$ cat config.mk
export PLATFORM = sky130hd
export DESIGN_NAME = mc_control_unit
export DESIGN_NICKNAME = d
export VERILOG_FILES = /design/src/rtl/mips_pkg.sv /design/src/rtl/cu_decoder.sv /design/src/rtl/mc_control_unit.sv
export SDC_FILE = /design/constraint.sdc
export NUM_CORES = 1
export LEC_CHECK = 0
export BUFFER_PORTS_ARGS = -buffer_cell sky130_fd_sc_hd__buf_4
export CAP_MARGIN = 20
export CORE_MARGIN = 4
export CORE_UTILIZATION = 50
export DETAILED_ROUTE_END_ITERATION = 8
export GPL_TIMING_DRIVEN = 1
export PLACE_DENSITY = 0.78
export SLEW_MARGIN = 40
export SYNTH_ARGS = -nofsm -noshare
export SYNTH_HDL_FRONTEND = slang
export SYNTH_SLANG_ARGS = --single-unit
$ cat constraint.sdc
create_clock -name clk -period 1.5 [get_ports clk]
set_input_delay 0.225 -clock clk [delete_from_list [all_inputs] [get_ports clk]]
set_output_delay 0.225 -clock clk [all_outputs]
set_load 0.005 [all_outputs]
$ cat src/rtl/mips_pkg.sv
// Shared definitions for the multi-cycle MIPS control unit: opcode/func
// constants, ALU operation codes, FSM states, instruction classes and the
// registered decode bundle.
package mips_pkg;

  localparam int PKG_ALUOP_W = 5;
  typedef logic [PKG_ALUOP_W-1:0] aluop_t;

  // Primary opcodes (IR[31:26])
  localparam logic [5:0] OP_RTYPE = 6'b000000;
  localparam logic [5:0] OP_J     = 6'b000010;
  localparam logic [5:0] OP_JAL   = 6'b000011;
  localparam logic [5:0] OP_BEQ   = 6'b000100;
  localparam logic [5:0] OP_BNE   = 6'b000101;
  localparam logic [5:0] OP_BLEZ  = 6'b000110;
  localparam logic [5:0] OP_BGTZ  = 6'b000111;
  localparam logic [5:0] OP_ADDI  = 6'b001000;
  localparam logic [5:0] OP_ADDIU = 6'b001001;
  localparam logic [5:0] OP_SLTI  = 6'b001010;
  localparam logic [5:0] OP_SLTIU = 6'b001011;
  localparam logic [5:0] OP_ANDI  = 6'b001100;
  localparam logic [5:0] OP_ORI   = 6'b001101;
  localparam logic [5:0] OP_XORI  = 6'b001110;
  localparam logic [5:0] OP_LUI   = 6'b001111;
  localparam logic [5:0] OP_LW    = 6'b100011;
  localparam logic [5:0] OP_SW    = 6'b101011;

  // R-type function codes (IR[5:0])
  localparam logic [5:0] FN_SLL     = 6'b000000;
  localparam logic [5:0] FN_SRL     = 6'b000010;
  localparam logic [5:0] FN_SRA     = 6'b000011;
  localparam logic [5:0] FN_JR      = 6'b001000;
  localparam logic [5:0] FN_SYSCALL = 6'b001100;
  localparam logic [5:0] FN_MULT    = 6'b011000;
  localparam logic [5:0] FN_MULTU   = 6'b011001;
  localparam logic [5:0] FN_DIV     = 6'b011010;
  localparam logic [5:0] FN_DIVU    = 6'b011011;
  localparam logic [5:0] FN_ADD     = 6'b100000;
  localparam logic [5:0] FN_ADDU    = 6'b100001;
  localparam logic [5:0] FN_SUB     = 6'b100010;
  localparam logic [5:0] FN_SUBU    = 6'b100011;
  localparam logic [5:0] FN_AND     = 6'b100100;
  localparam logic [5:0] FN_OR      = 6'b100101;
  localparam logic [5:0] FN_XOR     = 6'b100110;
  localparam logic [5:0] FN_NOR     = 6'b100111;
  localparam logic [5:0] FN_SLT     = 6'b101010;
  localparam logic [5:0] FN_SLTU    = 6'b101011;

  // ALU operation set
  localparam aluop_t ALU_NOP   = aluop_t'(0);
  localparam aluop_t ALU_ADD   = aluop_t'(1);
  localparam aluop_t ALU_SUB   = aluop_t'(2);
  localparam aluop_t ALU_AND   = aluop_t'(3);
  localparam aluop_t ALU_OR    = aluop_t'(4);
  localparam aluop_t ALU_XOR   = aluop_t'(5);
  localparam aluop_t ALU_NOR   = aluop_t'(6);
  localparam aluop_t ALU_SLT   = aluop_t'(7);
  localparam aluop_t ALU_SLTU  = aluop_t'(8);
  localparam aluop_t ALU_SLL   = aluop_t'(9);
  localparam aluop_t ALU_SRL   = aluop_t'(10);
  localparam aluop_t ALU_SRA   = aluop_t'(11);
  localparam aluop_t ALU_LUI   = aluop_t'(12);
  localparam aluop_t ALU_MULT  = aluop_t'(13);
  localparam aluop_t ALU_MULTU = aluop_t'(14);
  localparam aluop_t ALU_DIV   = aluop_t'(15);
  localparam aluop_t ALU_DIVU  = aluop_t'(16);

  typedef enum logic [2:0] {
    ST_FETCH       = 3'd0,
    ST_DECODE      = 3'd1,
    ST_EXEC        = 3'd2,
    ST_MULDIV_WAIT = 3'd3,
    ST_MEM         = 3'd4,
    ST_WB          = 3'd5,
    ST_HALT        = 3'd6
  } state_t;

  typedef enum logic [3:0] {
    CL_ALU       = 4'd0,
    CL_LOAD      = 4'd1,
    CL_STORE     = 4'd2,
    CL_BRANCH    = 4'd3,
    CL_JUMP      = 4'd4,
    CL_JUMP_LINK = 4'd5,
    CL_JUMP_REG  = 4'd6,
    CL_MULDIV    = 4'd7,
    CL_HALT      = 4'd8,
    CL_ILLEGAL   = 4'd9
  } iclass_t;

  typedef struct packed {
    logic   reg_dest;
    logic   alu_src;
    logic   link;
    logic   mem_to_reg;
    logic   jump;
    logic   jump_reg;
    aluop_t alu_op;
  } ctrl_t;

endpackage

$ cat src/rtl/cu_decoder.sv
// Combinational instruction decoder: opcode/func to instruction class plus
// the datapath select bundle. Unknown encodings yield CL_ILLEGAL and an
// all-zero bundle.
module cu_decoder
  import mips_pkg::*;
(
  input  logic [5:0] opcode,
  input  logic [5:0] func,
  output iclass_t    iclass,
  output ctrl_t      ctrl
);

  // Decode table lookup
  always_comb begin
    iclass = CL_ILLEGAL;
    ctrl   = '0;
    case (opcode)
      OP_RTYPE: begin
        iclass        = CL_ALU;
        ctrl.reg_dest = 1'b1;
        case (func)
          FN_ADD, FN_ADDU: ctrl.alu_op = ALU_ADD;
          FN_SUB, FN_SUBU: ctrl.alu_op = ALU_SUB;
          FN_AND:          ctrl.alu_op = ALU_AND;
          FN_OR:           ctrl.alu_op = ALU_OR;
          FN_XOR:          ctrl.alu_op = ALU_XOR;
          FN_NOR:          ctrl.alu_op = ALU_NOR;
          FN_SLT:          ctrl.alu_op = ALU_SLT;
          FN_SLTU:         ctrl.alu_op = ALU_SLTU;
          FN_SLL:          ctrl.alu_op = ALU_SLL;
          FN_SRL:          ctrl.alu_op = ALU_SRL;
          FN_SRA:          ctrl.alu_op = ALU_SRA;
          FN_MULT: begin
            iclass      = CL_MULDIV;
            ctrl.alu_op = ALU_MULT;
          end
          FN_MULTU: begin
            iclass      = CL_MULDIV;
            ctrl.alu_op = ALU_MULTU;
          end
          FN_DIV: begin
            iclass      = CL_MULDIV;
            ctrl.alu_op = ALU_DIV;
          end
          FN_DIVU: begin
            iclass      = CL_MULDIV;
            ctrl.alu_op = ALU_DIVU;
          end
          FN_JR: begin
            iclass        = CL_JUMP_REG;
            ctrl.reg_dest = 1'b0;
            ctrl.jump_reg = 1'b1;
          end
          FN_SYSCALL: begin
            iclass = CL_HALT;
            ctrl   = '0;
          end
          default: begin
            iclass = CL_ILLEGAL;
            ctrl   = '0;
          end
        endcase
      end
      OP_ADDI, OP_ADDIU: begin
        iclass       = CL_ALU;
        ctrl.alu_src = 1'b1;
        ctrl.alu_op  = ALU_ADD;
      end
      OP_SLTI: begin
        iclass       = CL_ALU;
        ctrl.alu_src = 1'b1;
        ctrl.alu_op  = ALU_SLT;
      end
      OP_SLTIU: begin
        iclass       = CL_ALU;
        ctrl.alu_src = 1'b1;
        ctrl.alu_op  = ALU_SLTU;
      end
      OP_ANDI: begin
        iclass       = CL_ALU;
        ctrl.alu_src = 1'b1;
        ctrl.alu_op  = ALU_AND;
      end
      OP_ORI: begin
        iclass       = CL_ALU;
        ctrl.alu_src = 1'b1;
        ctrl.alu_op  = ALU_OR;
      end
      OP_XORI: begin
        iclass       = CL_ALU;
        ctrl.alu_src = 1'b1;
        ctrl.alu_op  = ALU_XOR;
      end
      OP_LUI: begin
        iclass       = CL_ALU;
        ctrl.alu_src = 1'b1;
        ctrl.alu_op  = ALU_LUI;
      end
      OP_LW: begin
        iclass          = CL_LOAD;
        ctrl.alu_src    = 1'b1;
        ctrl.mem_to_reg = 1'b1;
        ctrl.alu_op     = ALU_ADD;
      end
      OP_SW: begin
        iclass       = CL_STORE;
        ctrl.alu_src = 1'b1;
        ctrl.alu_op  = ALU_ADD;
      end
      OP_BEQ, OP_BNE, OP_BLEZ, OP_BGTZ: begin
        iclass      = CL_BRANCH;
        ctrl.alu_op = ALU_SUB;
      end
      OP_J: begin
        iclass    = CL_JUMP;
        ctrl.jump = 1'b1;
      end
      OP_JAL: begin
        iclass    = CL_JUMP_LINK;
        ctrl.jump = 1'b1;
        ctrl.link = 1'b1;
      end
      default: begin
        iclass = CL_ILLEGAL;
        ctrl   = '0;
      end
    endcase
  end

endmodule

$ cat src/rtl/mc_control_unit.sv
// Multi-cycle MIPS control unit. Decodes each instruction once in DECODE,
// then sequences EXEC/MEM/MULDIV_WAIT/WB. Memory latency is absorbed by the
// mem_req/mem_ready handshake; MULT/DIV latency by a down-counter.
module mc_control_unit
  import mips_pkg::*;
#(
  parameter int ALUOP_W       = 5,
  parameter int MULDIV_CYCLES = 32,
  parameter int CNT_W         = 8
) (
  input  logic               clk,
  input  logic               rst_b,
  input  logic [5:0]         opcode,
  input  logic [5:0]         func,
  input  logic               mem_ready,
  output logic               mem_req,
  output logic               mem_we,
  output logic               i_or_d,
  output logic               ir_write,
  output logic               pc_write,
  output logic               muldiv_start,
  output logic               reg_dest,
  output logic               alu_src,
  output logic               link,
  output logic               mem_to_reg,
  output logic               branch,
  output logic               jump,
  output logic               jump_reg,
  output logic [ALUOP_W-1:0] alu_op,
  output logic               reg_write,
  output logic               halted,
  output logic [2:0]         state_o
);

  state_t           state;
  iclass_t          class_q;
  ctrl_t            ctrl_q;
  logic [CNT_W-1:0] cnt;
  iclass_t          dec_class;
  ctrl_t            dec_ctrl;

  cu_decoder u_dec (
    .opcode (opcode),
    .func   (func),
    .iclass (dec_class),
    .ctrl   (dec_ctrl)
  );

  // FSM: state sequencing, decode-bundle latch and MULT/DIV wait counter
  always_ff @(posedge clk) begin
    if (!rst_b) begin
      state   <= ST_FETCH;
      class_q <= CL_ALU;
      ctrl_q  <= '0;
      cnt     <= '0;
    end else begin
      case (state)
        ST_FETCH: begin
          if (mem_ready) state <= ST_DECODE;
        end
        ST_DECODE: begin
          class_q <= dec_class;
          ctrl_q  <= dec_ctrl;
          if (dec_class == CL_HALT || dec_class == CL_ILLEGAL) state <= ST_HALT;
          else                                                 state <= ST_EXEC;
        end
        ST_EXEC: begin
          case (class_q)
            CL_ALU:            state <= ST_WB;
            CL_LOAD, CL_STORE: state <= ST_MEM;
            CL_MULDIV: begin
              cnt   <= CNT_W'(MULDIV_CYCLES - 1);
              state <= ST_MULDIV_WAIT;
            end
            default:           state <= ST_FETCH;
          endcase
        end
        ST_MULDIV_WAIT: begin
          if (cnt == '0) state <= ST_WB;
          else           cnt   <= cnt - CNT_W'(1);
        end
        ST_MEM: begin
          if (mem_ready) state <= (class_q == CL_STORE) ? ST_FETCH : ST_WB;
        end
        ST_WB:   state <= ST_FETCH;
        ST_HALT: state <= ST_HALT;
        default: state <= ST_FETCH;
      endcase
    end
  end

  // Output decode from state and latched bundle; everything is zero in reset
  always_comb begin
    mem_req      = 1'b0;
    mem_we       = 1'b0;
    i_or_d       = 1'b0;
    ir_write     = 1'b0;
    pc_write     = 1'b0;
    muldiv_start = 1'b0;
    branch       = 1'b0;
    reg_write    = 1'b0;
    halted       = 1'b0;
    state_o      = 3'd0;
    reg_dest     = 1'b0;
    alu_src      = 1'b0;
    link         = 1'b0;
    mem_to_reg   = 1'b0;
    jump         = 1'b0;
    jump_reg     = 1'b0;
    alu_op       = '0;
    if (rst_b) begin
      state_o = state;
      if (state != ST_FETCH) begin
        reg_dest   = ctrl_q.reg_dest;
        alu_src    = ctrl_q.alu_src;
        link       = ctrl_q.link;
        mem_to_reg = ctrl_q.mem_to_reg;
        jump       = ctrl_q.jump;
        jump_reg   = ctrl_q.jump_reg;
        alu_op     = ALUOP_W'(ctrl_q.alu_op);
      end
      case (state)
        ST_FETCH: begin
          mem_req  = 1'b1;
          ir_write = mem_ready;
          pc_write = mem_ready;
        end
        ST_EXEC: begin
          case (class_q)
            CL_BRANCH:    branch       = 1'b1;
            CL_JUMP:      pc_write     = 1'b1;
            CL_JUMP_REG:  pc_write     = 1'b1;
            CL_MULDIV:    muldiv_start = 1'b1;
            CL_JUMP_LINK: begin
              pc_write  = 1'b1;
              reg_write = 1'b1;
            end
            default: ;
          endcase
        end
        ST_MEM: begin
          mem_req = 1'b1;
          i_or_d  = 1'b1;
          mem_we  = (class_q == CL_STORE);
        end
        ST_WB:   reg_write = 1'b1;
        ST_HALT: halted    = 1'b1;
        default: ;
      endcase
    end
  end

endmodule

==> insert_results.sql <==
INSERT INTO impl_metrics (metric_group, metric, value, unit) VALUES
('outcome', 'outcome', 'complete, but fails checks', ''),
('outcome', 'violations', 'setup timing', ''),
('routing', 'post_drt_wl_per_cell', '22.2', 'um'),
('place', 'dp.final_hpwl', '4480', 'um'),
('logic_synthesis', 'yosys.area_share.xor_xnor', '2.64', '%'),
('routing', 'drc_errors', '0', ''),
('routing', 'firstDrtPassIters', '8', ''),
('clock_tree', 'cts-hold-fix-buffers', '0', ''),
('power', 'pwr_density_cell', '783', 'nW/um^2'),
('floorplanning', 'rows', '22', ''),
('floorplanning', 'top_level_ports', '38', ''),
('logic_synthesis', 'synthCells', '268', ''),
('worst_setup_path', 'critPathLaunchType', 'flip-flop', ''),
('timing', 'rsz_0062_raised_after_global_routing', 'yes', ''),
('worst_setup_path', 'required', '1.27', 'ns'),
('timing', 'final_hold_viol_count', '0', ''),
('timing', 'worst_slew_pin_slew', '0.480', 'ns'),
('final_layout', 'storage_cell_area', '534', 'um^2'),
('final_layout', 'antenna_cells_inserted', '0', ''),
('clock_tree', 'cts_inserted_buffers', '3', ''),
('logic_synthesis', 'synth_top_area_share', '26.1', '%'),
('final_layout', 'syn_to_layout_area_delta', '61.7', '%'),
('logic_synthesis', 'synth.largest_area_cell', 'dfxtp_1', ''),
('clock_tree', 'tritoncts', 'yes', ''),
('global_route', 'grt_pass1_vias', '2565', ''),
('power', 'vdd.ir_drop.worst', '0.495', 'mV'),
('logic_synthesis', 'basic_gate_share_of_the_synthesized_area_counting_and_or_nand_and_nor_cells', '37.9', '%'),
('floorplanning', 'core', '3740', 'um^2'),
('floorplanning', 'start_util', '53.2', '%'),
('routing', 'first_iter_violations', '408', ''),
('timing', 'final.hold.worst_slack', '0.389', 'ns'),
('timing', 'setup_viol_count_final', '39', ''),
('clock_tree', 'ctsLongestPathBuffers', '2', ''),
('place', 'place_worst_setup_slack', '-0.216', 'ns'),
('timing', 'drv_slew', '0', ''),
('final_layout', 'mostFrequentLayoutCell', 'buf_4', ''),
('floorplanning', 'chipWidth', '71.1', 'um'),
('global_route', 'globalRoute.totalOverflow', '0', ''),
('clock_tree', 'clock_insertion_delay_worst_skew', '0.28', 'ns'),
('logic_synthesis', 'synth.mux.area_fraction', '1.51', '%'),
('timing', 'maxSlewHeadroom', '67.2', '%'),
('global_route', 'grt_antenna_before_repair', '0', ''),
('logic_synthesis', 'leading_post_synthesis_cells_by_cell_area', 'dfxtp_1 26%, nor2_1 4.9%, and2_1 4.4%', ''),
('logic_synthesis', 'synth_compound_gate_area_share', '24.2', '%'),
('clock_tree', 'clk_pin_slew', '0.10', 'ns'),
('logic_synthesis', 'ys_types', '55', ''),
('final_layout', 'nets', '388', ''),
('power', 'netSwitchingPower', '0.000903', 'W'),
('power', 'share_clk_of_total_power', '24.1', '%'),
('logic_synthesis', 'post_synth_fa_ha_maj_area_fraction', '1.26', '%'),
('clock_tree', 'ctsRootBufferMaster', 'clkbuf_8', ''),
('routing', 'via_count', '2836', ''),
('logic_synthesis', 'synth-warning-count', '0', ''),
('worst_setup_path', 'critPathMaxFanout', '4', ''),
('final_layout', 'fill_cells', '173', ''),
('place', 'gp_routability_congestion', '0.900', ''),
('logic_synthesis', 'avgSynthCellArea', '7.43', 'um^2'),
('clock_tree', 'clock_h_tree_levels', '1', ''),
('worst_setup_path', 'crit_type', 'flip-flop to output port', ''),
('power', 'pwr-share-comb', '45.4', '%'),
('timing', 'post-route-period-util', '121', '%'),
('timing', 'final_worst_path_setup_slack', '-0.314', 'ns'),
('floorplanning', 'dieArea', '5060', 'um^2'),
('power', 'cellInternalPower', '0.00162', 'W'),
('place', 'count_of_input_and_output_buffers', '37', ''),
('worst_setup_path', 'arr_time_crit_path', '1.59', 'ns'),
('power', 'fraction_of_power_spent_switching_nets', '35.8', '%'),
('logic_synthesis', 'syn_area', '1990', 'um^2'),
('global_route', 'grt_max_degree', '16', ''),
('global_route', 'globalRouteTotalUtil', '29.2', '%'),
('timing', 'final.min_clock_period', '1.81', 'ns');
-- cells by family (layout without fill, tap and decap cells) --
group	Yosys count	count (layout)
AOI/OAI and AO/OA	71	71
adders and majority gates	2	2
buffers and inverters	32	133
DFF	26	26
muxes	3	3
xor gates and xnor gates	6	6
and+or+nand+nor	128	129
-- cell usage after synthesis (2+ instances only) --
cell type and n:
a2111oi_0 2, a211oi_1 6, a21oi_1 17, a221oi_1 2
a22oi_1 2, a31oi_1 5, and2_1 14, and3_1 3
and3b_1 2, buf_2 5, clkbuf_1 18, dfxtp_1 26
ha_1 2, inv_1 7, mux2i_1 3, nand2_1 18
nand2b_1 10, nand3_1 7, nand3b_1 2, nand4b_1 4
nor2_1 26, nor2b_1 6, nor3_1 10, nor3b_1 7
nor4_1 6, nor4_4 2, o21a_1 2, o21ai_0 15
o21bai_1 2, o22ai_1 6, o311a_1 2, xor2_1 6
-- state kept, by name (all words and copies together), names as in the netlist --
register / count
ctrl_q: 11
cnt: 8
class_q: 4
state: 3
-- path summary, 6_finish.rpt --
| check | startpoint | cells past startpoint | end | slack [ns] |
|---|---|---|---|---|
| max | state[1] | 6 | reg_write | -0.31 |
| min | opcode[4] | 5 | class_q[2] | 0.39 |
| max reg2reg | cnt[2] | 6 | ctrl_q[0] | -0.29 |
| min reg2reg | ctrl_q[6] | 2 | ctrl_q[6] | 0.48 |
-- critical path, stage by stage (launching register included) --
cell and delay [ns]:
dfxtp_4 0.38, buf_6 0.10, nand2b_4 0.06, nor2_4 0.13, nand4b_1 0.16, o32ai_2 0.31
buf_4 0.16
-- layer usage --
metal	global-route usage (%)	vias up	wire, um
met1	32.4	1291	3400
met2	54.2	273	4220
met3	3.84	89	945
met4	14.0	0	705
met5	0	-	0
li1	-	1183	-
-- area by class of cell --
class,instances,share of cell area (%)
clock inverter,1,0.932
inverter,8,0.932
multi-input combinational,211,49.2
clock buffer,3,1.28
tap,48,1.86
sequential,26,16.6
timing repair buffer,121,29.2
-- power groups by stage --
stage / clock network (W) / logic, W / registers (W)
after floorplan: 0 / 0.000390 / 0.000794
after global placement: 0 / 0.000706 / 0.000776
after detailed placement: 0 / 0.000716 / 0.000777
after CTS: 0.000576 / 0.000882 / 0.000763
after global routing: 0.000629 / 0.00119 / 0.000776
final: 0.000608 / 0.00114 / 0.000771
-- metrics by stage --
| stage | total power [W] | instance area (um^2) |
|---|---|---|
| after floorplan | 0.00118 | 2000 |
| after global placement | 0.00148 | 2690 |
| after detailed placement | 0.00149 | 2690 |
| after CTS | 0.00222 | 2990 |
| after global routing | 0.00259 | 3220 |
| final | 0.00252 | 3220 |
-- timing repair --
item                                    4_1_cts  5_1_grt
gates cloned                                  0        1
gates resized for setup                      35       38
buffers inserted                             13       12
endpoints found under the setup margin       24       36
pin swaps                                     9       15
No activity file was read; power rests on OpenSTA's default activity.
